### config.mk
export PLATFORM = sky130hd
export DESIGN_NAME = pwm
export DESIGN_NICKNAME = d
export VERILOG_FILES = /design/src/rtl/pwm.sv
export SDC_FILE = /design/constraint.sdc
export NUM_CORES = 1
export LEC_CHECK = 0
export BUFFER_PORTS_ARGS = -buffer_cell sky130_fd_sc_hd__buf_2
export CORE_MARGIN = 10
export CORE_UTILIZATION = 30
export CTS_BUF_LIST = sky130_fd_sc_hd__clkbuf_16
export CTS_CLUSTER_SIZE = 30
export DETAILED_ROUTE_END_ITERATION = 7
export PLACE_DENSITY = 0.44
export SLEW_MARGIN = 20
export SYNTH_ARGS = -nofsm -noshare
export SYNTH_HDL_FRONTEND = slang
export SYNTH_SLANG_ARGS = --single-unit
### constraint.sdc
create_clock -name clk -period 2.73 [get_ports clk]
set_input_delay 0.546 -clock clk [delete_from_list [all_inputs] [get_ports clk]]
set_output_delay 0.546 -clock clk [all_outputs]
set_load 0.01 [all_outputs]
### src/rtl/pwm.sv
// ============================================================================
// Module   : pwm
// Function : Free-running PWM generator, period 2**CNT_WIDTH clocks, duty
//            latched at period boundaries. Define PWM_PERIOD_PULSE_EN to add
//            the period_start output.
// Revision : 1.0 - initial release
// ============================================================================
`default_nettype none

module pwm #(
  parameter int CNT_WIDTH = 7
) (
  input  logic       clk,
  input  logic       reset,
  input  logic [7:0] duty_cycle,
  output logic       pwm_out
`ifdef PWM_PERIOD_PULSE_EN
  ,
  output logic       period_start
`endif
);

  localparam int                   CMP_W   = (CNT_WIDTH > 8) ? CNT_WIDTH : 8;
  localparam logic [CNT_WIDTH-1:0] CNT_MAX = '1;

  logic [CNT_WIDTH-1:0] counter;
  logic [7:0]           duty_active;
  logic [CMP_W-1:0]     cnt_ext;
  logic [CMP_W-1:0]     duty_ext;
  logic                 pwm_next;

  // Zero-extended unsigned compare; duties at or above the period saturate high.
  assign cnt_ext  = CMP_W'(counter);
  assign duty_ext = CMP_W'(duty_active);
  assign pwm_next = (cnt_ext < duty_ext);

  always_ff @(posedge clk) begin
    if (!reset) begin
      counter     <= '0;
      pwm_out     <= 1'b0;
      duty_active <= duty_cycle;
    end else begin
      counter <= counter + 1'b1;
      pwm_out <= pwm_next;
      if (counter == CNT_MAX) begin
        duty_active <= duty_cycle;
      end
    end
  end

`ifdef PWM_PERIOD_PULSE_EN
  // Marks the cycle in which pwm_out shows the first sample of a period.
  always_ff @(posedge clk) begin
    if (!reset) begin
      period_start <= 1'b0;
    end else begin
      period_start <= (counter == '0);
    end
  end
`endif

endmodule

`default_nettype wire

==> results.json <==
{
  "netlist_instances": 61,
  "start_util_pct": 31.6,
  "clockRootBuffer": "clkbuf_16",
  "vdd_drop_max_uv": 419,
  "yosysSeqAreaShare_pct": 57.3,
  "worstPathRequired_ns": 2.69,
  "internal-power_mw": 0.475,
  "placed_area_sq_um": 791,
  "cts_tree": "yes",
  "finClkSkew_ns": 0.00118,
  "grt_max_degree": 10,
  "syn_nets": 78,
  "fin_cells": 104,
  "numCtsBuffers": 3,
  "fin_crit_ns": 1.44,
  "synth.distinct_cells": 18,
  "io_pins": 11,
  "ys_ff_latch": 16,
  "dp_cells": 100,
  "tightestPinTransition_ns": 0.208,
  "diodes": 0,
  "vias": 456,
  "pre_cts_ws_ns": 1.32,
  "power.total_mw": 0.584,
  "power_switching_mw": 0.109,
  "clk_path_buf_depth": 2,
  "min_path_type": "in -> reg",
  "clock_latency_ns": 0.24,
  "ys_warn_count": 0,
  "max_freq_mhz": 697,
  "die_w_microns": 68.2,
  "layout.nets": 94,
  "wl_per_cell_microns": 10.9,
  "route.detailed.drc": 0,
  "grt_pass1_vias": 435,
  "hold_buffers": 0,
  "grt_pass1_wl_microns": 1960,
  "wl_microns": 1140,
  "netlist_area_sq_um": 698,
  "cts.repair.resized": 0,
  "grt.overflow.total": 0,
  "htreeDepth": 1,
  "track_usage_pct": 5.92,
  "setup_slack_ns": 1.29,
  "swShare_pct": 18.7,
  "path_clk_slew_ns": 0.05,
  "postCtsSetupBuffers": 0,
  "hpwl_microns": 887,
  "path_max_fanout": 8,
  "status": "completed",
  "dieArea_sq_um": 4660,
  "final_util_pct": 39.3,
  "seq_power_share_pct": 46.3,
  "finalCritPeriodShare_pct": 52.6,
  "first_iter_violations": 4,
  "fin_hold_ws_ns": 0.474,
  "die_h_microns": 68.2,
  "cp-start-kind": "flop",
  "power.density_nw_per_um2": 672,
  "finalWeightedCongestion": 0.655,
  "max-cap-violations": 0,
  "endpoint_kind": "flop",
  "setup_viol": 0,
  "cts.sink_count": 16,
  "leakage_nw": 0.374,
  "finalInstanceArea_sq_um": 870,
  "drive_gt1_share_pct": 18.4,
  "drt-vias-per-instance": 4.38,
  "criticalPathCategory": "reg -> reg",
  "crit_arrival_ns": 1.39,
  "drtPass1Iterations": 4,
  "syn2layout_area_growth_pct": 24.6,
  "power_frac_comb_pct": 5.3,
  "finalMaxSlewViolations": 0,
  "core_area_sq_um": 2210,
  "port_buffers": 10,
  "power.share.clock_pct": 48.3,
  "tns_ns": 0,
  "fp-row-count": 17,
  "rsz0062_at_grt": "no",
  "max_slew_margin_pct": 86.0,
  "nFillCells": 223,
  "hold_viol_final": 0,
  "syn_area_per_cell_sq_um": 11.4,
  "ant_nets": 0,
  "grt_antenna_before_repair": 0
}
registers in the layout, indices dropped and copies added (netlist names):
register and count:
duty_active 8, pwm_out 1, counter 7
synth_stat cells (all sizes together):
cell    number  area [sq um]
xnor2        2          17.5
nand3        3          15.0
or3          2          12.5
nor2         1          3.75
inv          7          26.3
nand2        4          15.0
a21oi        4          20.0
edfxtp       8           240
xor2         1          8.76
ha           7          87.6
o221ai       1          8.76
a21boi       2          15.0
nand3b       1          7.51
dfxtp        8           160
and2         4          25.0
nor2b        2          12.5
o31ai        1          7.51
o21ai        3          15.0
cell usage in the layout (no fill, tap or decap):
cell type and n:
o221ai_1 1, xnor2_1 2, nand3b_1 1, nor2_1 1, buf_2 10, clkinv_1 1
nor2b_1 2, or3_1 2, and2_1 4, inv_1 7, dfxtp_1 8, edfxtp_1 8
o21ai_0 3, buf_4 1, a21oi_1 4, ha_1 7, o31ai_1 1, nand3_1 3
clkbuf_16 3, a21boi_1 2, nand2_1 4, xor2_1 1
worst max-delay path: stages, from the launching register on:
cell     delay (ns)
dfxtp_1        0.38
ha_1           0.23
nand2_1        0.09
o31ai_1        0.24
buf_4          0.21
power by group through the flow:
stage,clock (mW),sequential [mW],combinational (mW)
2_1_floorplan,0,0.274,0.0178
3_3_place_gp,0,0.275,0.0323
3_5_place_dp,0,0.275,0.0324
4_1_cts,0.290,0.271,0.0324
5_1_grt,0.302,0.271,0.0368
6_report,0.283,0.271,0.0311
cells by family (layout without fill, tap and decap cells):
logic type	Yosys count	in the layout	share of synthesized area, %
buffers and inverters	7	22	3.76
DFF	16	16	57.3
AOI/OAI and AO/OA	11	11	9.50
adders and majority gates	7	7	12.5
xor gates and xnor gates	3	3	3.76
and+or+nand+nor	17	17	13.1
layer usage:
metal,GRT usage [%],part of all wire [%],up-vias
met4,3.77,1.5,0
met1,6.29,49,197
met2,8.72,44,11
met3,3.59,5.8,4
met5,0,0,-
li1,-,-,244
layout make-up:
type                    count  area, sq um  share of cell area [%]
clock buffers               3         75.1                    8.63
clock inverters             1         3.75                   0.432
inverters                   7         26.3                    3.02
multi-input cells          38          272                    31.2
flip-flops and latches     16          400                    46.0
well taps                  28         35.0                    4.03
repair buffers             11         57.6                    6.62
worst paths after layout:
path         slack (ns)             startpoint  cells past startpoint                       end
max                1.29  counter[0]$_SDFF_PN0_                      4  duty_active[5]$_DFFE_PP_
min                0.47          duty_cycle[2]                      1  duty_active[2]$_DFFE_PP_
max reg2reg        1.29  counter[0]$_SDFF_PN0_                      4  duty_active[5]$_DFFE_PP_
min reg2reg        0.47  counter[0]$_SDFF_PN0_                      1     counter[0]$_SDFF_PN0_
(Power assumes the default switching activity.)
